`src/rtl/sync_fifo_ctrl.sv`:
```
`default_nettype none
// ============================================================================
// Module      : sync_fifo_ctrl
// Description : Single-clock FIFO with storage, pointers, occupancy count,
//               almost-full/almost-empty thresholds, overflow/underflow pulses
//               and a selectable show-ahead or registered-read output.
// Revision    : 1.0 - initial release
// ============================================================================
module sync_fifo_ctrl #(
  parameter int    DATA_SIZE  = 8,
  parameter int    ADDR_SIZE  = 4,
  parameter string SHOW_AHEAD = "ON",
  parameter int    AFULL_TH   = (1 << ADDR_SIZE) - 2,
  parameter int    AEMPTY_TH  = 2
) (
  input  logic                 clk,
  input  logic                 rst,
  input  logic                 wr_en,
  input  logic [DATA_SIZE-1:0] wr_data,
  input  logic                 rd_en,
  output logic [DATA_SIZE-1:0] rd_data,
  output logic                 rd_valid,
  output logic                 full,
  output logic                 empty,
  output logic                 almost_full,
  output logic                 almost_empty,
  output logic [ADDR_SIZE:0]   count,
  output logic                 overflow,
  output logic                 underflow
);

  localparam int DEPTH = 1 << ADDR_SIZE;
  localparam logic [ADDR_SIZE:0] c_depth   = (ADDR_SIZE+1)'(DEPTH);
  localparam logic [ADDR_SIZE:0] c_afull   = (ADDR_SIZE+1)'(AFULL_TH);
  localparam logic [ADDR_SIZE:0] c_aempty  = (ADDR_SIZE+1)'(AEMPTY_TH);

  // Parameter legality is enforced at elaboration time.
  if (AFULL_TH < 1 || AFULL_TH > DEPTH) begin : g_bad_afull
    $error("sync_fifo_ctrl: AFULL_TH must lie in 1..DEPTH");
  end
  if (AEMPTY_TH < 0 || AEMPTY_TH > DEPTH - 1) begin : g_bad_aempty
    $error("sync_fifo_ctrl: AEMPTY_TH must lie in 0..DEPTH-1");
  end
  if (SHOW_AHEAD != "ON" && SHOW_AHEAD != "OFF") begin : g_bad_mode
    $error("sync_fifo_ctrl: SHOW_AHEAD must be \"ON\" or \"OFF\"");
  end

  logic [DATA_SIZE-1:0] r_mem [DEPTH];
  logic [ADDR_SIZE-1:0] r_wr_ptr;
  logic [ADDR_SIZE-1:0] r_rd_ptr;
  logic [ADDR_SIZE:0]   r_count;
  logic                 r_overflow;
  logic                 r_underflow;
  logic                 w_full;
  logic                 w_empty;
  logic                 w_wr_acc;
  logic                 w_rd_acc;

  // Status is decoded only from the registered count, so no request input
  // reaches an output combinationally.
  assign w_full   = (r_count == c_depth);
  assign w_empty  = (r_count == '0);
  assign w_wr_acc = wr_en && !w_full;
  assign w_rd_acc = rd_en && !w_empty;

  always_ff @(posedge clk) begin
    if (!rst && w_wr_acc) begin
      r_mem[r_wr_ptr] <= wr_data;
    end
  end

  always_ff @(posedge clk) begin
    if (rst) begin
      r_wr_ptr    <= '0;
      r_rd_ptr    <= '0;
      r_count     <= '0;
      r_overflow  <= 1'b0;
      r_underflow <= 1'b0;
    end else begin
      if (w_wr_acc) r_wr_ptr <= r_wr_ptr + 1'b1;
      if (w_rd_acc) r_rd_ptr <= r_rd_ptr + 1'b1;
      case ({w_wr_acc, w_rd_acc})
        2'b10:   r_count <= r_count + 1'b1;
        2'b01:   r_count <= r_count - 1'b1;
        default: r_count <= r_count;
      endcase
      r_overflow  <= wr_en && !w_wr_acc;
      r_underflow <= rd_en && !w_rd_acc;
    end
  end

  assign full         = w_full;
  assign empty        = w_empty;
  assign almost_full  = (r_count >= c_afull);
  assign almost_empty = (r_count <= c_aempty);
  assign count        = r_count;
  assign overflow     = r_overflow;
  assign underflow    = r_underflow;

  if (SHOW_AHEAD == "ON") begin : g_show_ahead
    // Head word is presented directly from the array while data is present.
    assign rd_data  = r_mem[r_rd_ptr];
    assign rd_valid = !w_empty;
  end else begin : g_registered
    logic [DATA_SIZE-1:0] r_rd_data;
    logic                 r_rd_valid;

    always_ff @(posedge clk) begin
      if (rst) begin
        r_rd_data  <= '0;
        r_rd_valid <= 1'b0;
      end else begin
        r_rd_valid <= w_rd_acc;
        if (w_rd_acc) r_rd_data <= r_mem[r_rd_ptr];
      end
    end

    assign rd_data  = r_rd_data;
    assign rd_valid = r_rd_valid;
  end

endmodule
`default_nettype wire
```
`config.mk`:
```
export PLATFORM = sky130hd
export DESIGN_NAME = sync_fifo_ctrl
export DESIGN_NICKNAME = d
export VERILOG_FILES = /design/src/rtl/sync_fifo_ctrl.sv
export SDC_FILE = /design/constraint.sdc
export NUM_CORES = 1
export LEC_CHECK = 0
export CORE_MARGIN = 5
export CORE_UTILIZATION = 30
export DETAILED_ROUTE_END_ITERATION = 8
export HOLD_SLACK_MARGIN = 0.1
export PLACE_DENSITY = 0.57
export REMOVE_ABC_BUFFERS = 1
export SYNTH_ARGS = -nofsm -noshare
export SYNTH_HDL_FRONTEND = slang
export SYNTH_SLANG_ARGS = --single-unit
```
`constraint.sdc`:
```
create_clock -name clk -period 3.35 [get_ports clk]
set_clock_uncertainty 0.05 [all_clocks]
set_input_delay 0.5025 -clock clk [delete_from_list [all_inputs] [get_ports clk]]
set_output_delay 0.5025 -clock clk [all_outputs]
set_load 0.02 [all_outputs]
```
==> flow_summary.json, run 1 <==
{
  "detail_route.wl_per_cell_um": 18.1,
  "ctsResizeCount": 0,
  "worst-path-max-fanout": 32,
  "clockRootBuffer": "clkbuf_16",
  "critPathLaunchType": "flop",
  "antenna_cells": 0,
  "path_clk_slew_ns": 0.05,
  "rsz0062_at_grt": "false",
  "drtAntennaViolNets": 0,
  "grt_pass1_vias": 3209,
  "drtIter0Drc": 187,
  "required_ns": 2.80,
  "status": "completed",
  "port_buffers": 31,
  "worst_pin_slew_ns": 0.744,
  "cp-end-kind": "output port",
  "ys_ff_latch": 147,
  "drc_errors": 0,
  "fin_nets": 400,
  "multi_input_area_mm2": 0.00156,
  "reg2reg_slack_ns": 0.57,
  "r2r_cells": 9,
  "peakVddDrop_mv": 0.482,
  "io_pins": 32,
  "syn_inst": 320,
  "synth_top_cell_by_area": "edfxtp_1",
  "ctsLongestPathBuffers": 2,
  "dr.pass1.iters": 4,
  "synth_warnings": 0,
  "p_clk_share_pct": 34.7,
  "seq_area_mm2": 0.00423,
  "hold_path_depth": 2,
  "postLayoutCoreUtil_pct": 37.1,
  "viasPerCell": 4.63,
  "async_flop_share_pct": 0,
  "synth_top_area_share_pct": 65.0,
  "synth_edf_count": 128,
  "cts_hold_buf": 0,
  "grt_pass1_wl_um": 18900,
  "final_max_slew_viol_count": 0,
  "synth.avg_cell_area_um2": 18.5,
  "min_path_type": "reg2reg",
  "r2r-start": "count[2]",
  "gp_congestion": 0.715,
  "core_area_mm2": 0.0195,
  "die_w_um": 150,
  "drive_above_1_share_pct": 17.6,
  "grt_max_degree": 33,
  "p_per_area_mw_per_mm2": 735,
  "syn-cell-area_mm2": 0.00591,
  "combPwrFrac_pct": 24.8,
  "crit_type": "reg2out",
  "crit_arrival_ns": 2.59,
  "syn2layout_area_growth_pct": 22.1,
  "rr_endpoint": "count[4]",
  "grt_overflow": 0,
  "cts_tree": "built",
  "cts_num_sinks": 147,
  "num_vias": 3036,
  "setup_viol": 0,
  "synth-seq-area-share_pct": 71.5,
  "final_hold_viol_count": 0,
  "power_leakage_nw": 2.40,
  "period_needed_ns": 3.14,
  "die_h_um": 150,
  "cap_violations": 0,
  "synthTopCellsByArea": "edfxtp_1 (65%), mux4_1 (7.1%), dfxtp_1 (6.4%)",
  "slew_headroom_pct": 50.2,
  "track_usage_pct": 11.4,
  "timing.fmax_ghz": 0.318,
  "power.switching_mw": 1.44,
  "num_rows": 51,
  "insertion_delay_ns": 0.41,
  "hold_end": "r_rd_ptr[1]",
  "setup-tns-final_ns": 0,
  "min-delay-start": "r_rd_ptr[1]",
  "synth.distinct_cells": 43,
  "fin_area_mm2": 0.00721,
  "period_share_pct": 93.8,
  "ys.flop_type": "edfxtp_1",
  "yosys-top-cells-count": "edfxtp_1 (128), nor2_1 (26), dfxtp_1 (19)",
  "dp_hpwl_um": 7540,
  "initial_core_util_pct": 30.4,
  "die-area_mm2": 0.0226,
  "cts_made_buffers": 17,
  "nFillCells": 1803,
  "routed_wl_um": 11900,
  "p_seq_share_pct": 40.5,
  "post_cts_buffers": 0,
  "synth.most_common_cell": "edfxtp_1",
  "p_int_mw": 3.87,
  "antenna_found_initial": 0,
  "switching_share_pct": 27.1,
  "place_area_mm2": 0.00664,
  "htree_levels": 4
}
==> final cells by class <==
class / count / area share, %
multi-input cells: 152 / 21.6
inverters: 8 / 0.416
clock inverters: 13 / 1.96
flip-flops and latches: 147 / 58.6
well taps: 265 / 4.60
clock buffers: 19 / 6.00
repair buffers: 52 / 6.83
==> power by group through the flow <==
stage | Sequential (mW) | Combinational, mW | Clock [mW]
after global placement | 2.18 | 1.32 | 0
after detailed placement | 2.19 | 1.34 | 0
after floorplan | 2.28 | 0.729 | 0
final | 2.15 | 1.31 | 1.84
after CTS | 2.15 | 1.34 | 1.88
after global routing | 2.16 | 1.43 | 1.98
==> per-stage QoR <==
step	setup slack, ns	total power, mW	hold WS (ns)	instances
after floorplan	0.504	3.01	0.405	307
after global placement	0.498	3.50	0.454	624
after detailed placement	0.411	3.52	0.449	624
after CTS	0.149	5.37	0.460	656
after global routing	0.0948	5.57	0.479	656
final	0.206	5.31	0.468	656
==> worst max-delay path by stage <==
stage / from / endpoint / slack [ns] / cells after the start
final: flop / rd_data[0] / 0.21 / 5
after global routing: flop / rd_data[0] / 0.09 / 5
after CTS: flop / rd_data[1] / 0.15 / 5
after detailed placement: wr_en / count[4] / 0.41 / 10
after global placement: wr_en / count[4] / 0.50 / 10
after floorplan: flop / rd_data[1] / 0.50 / 3
==> worst max-delay path, cell delays in order (launching register included) <==
cell             delay [ns]
dfxtp_2                0.34
buf_12                 0.24
mux4_1                 0.61
a22oi_1                0.30
nand2_1                0.10
clkdlybuf4s50_1        0.55
==> cells by family (layout without fill, tap and decap cells) <==
group	Yosys count	in the layout	synth area share [%]
flip-flops	147	147	71.5
AND/OR/NAND/NOR	68	68	5.67
multiplexers	34	34	13.5
AO/OA/AOI/OAI	33	33	3.90
buffers and inverters	21	92	2.14
adder cells (fa/ha/maj)	10	10	2.24
XOR/XNOR	7	7	1.04
==> layout by cell type (no fill, tap or decap), drive strengths merged, types with 3 or more instances in the layout <==
cell / n
a21oi: 9
a22oi: 16
buf: 21
bufinv: 3
clkbuf: 19
clkdlybuf4s50: 31
clkinv: 7
clkinvlp: 3
dfxtp: 19
edfxtp: 128
ha: 9
inv: 8
mux4: 32
nand2: 13
nand2b: 4
nand3: 3
nand3b: 3
nor2: 26
nor3: 5
xnor2: 3
xor2: 4
==> flip-flops by register name (all words and copies together) (netlist names), named ones only <==
name       flops
r_rd_ptr       4
r_wr_ptr       4
overflow       1
count          5
underflow      1
r_mem        128
==> metal layers <==
layer  wire length, µm  track usage, %
met3               664            3.64
met4               115            3.29
met1              5560            15.3
met2              5510            17.8
met5                 0               0
(Power assumes the default switching activity.)
==> inputs of run 2 (changes only) <==
CTS_CLUSTER_SIZE = 40   (was unset)
==> results of run 2 <==
Same layout as run 1: the final DEF is identical, and so are final timing and power.
==> inputs of run 3 (changes only) <==
SLEW_MARGIN = 5   (was unset)
==> results of run 3 <==
Same layout as run 1: the final DEF is identical, and so are final timing and power.
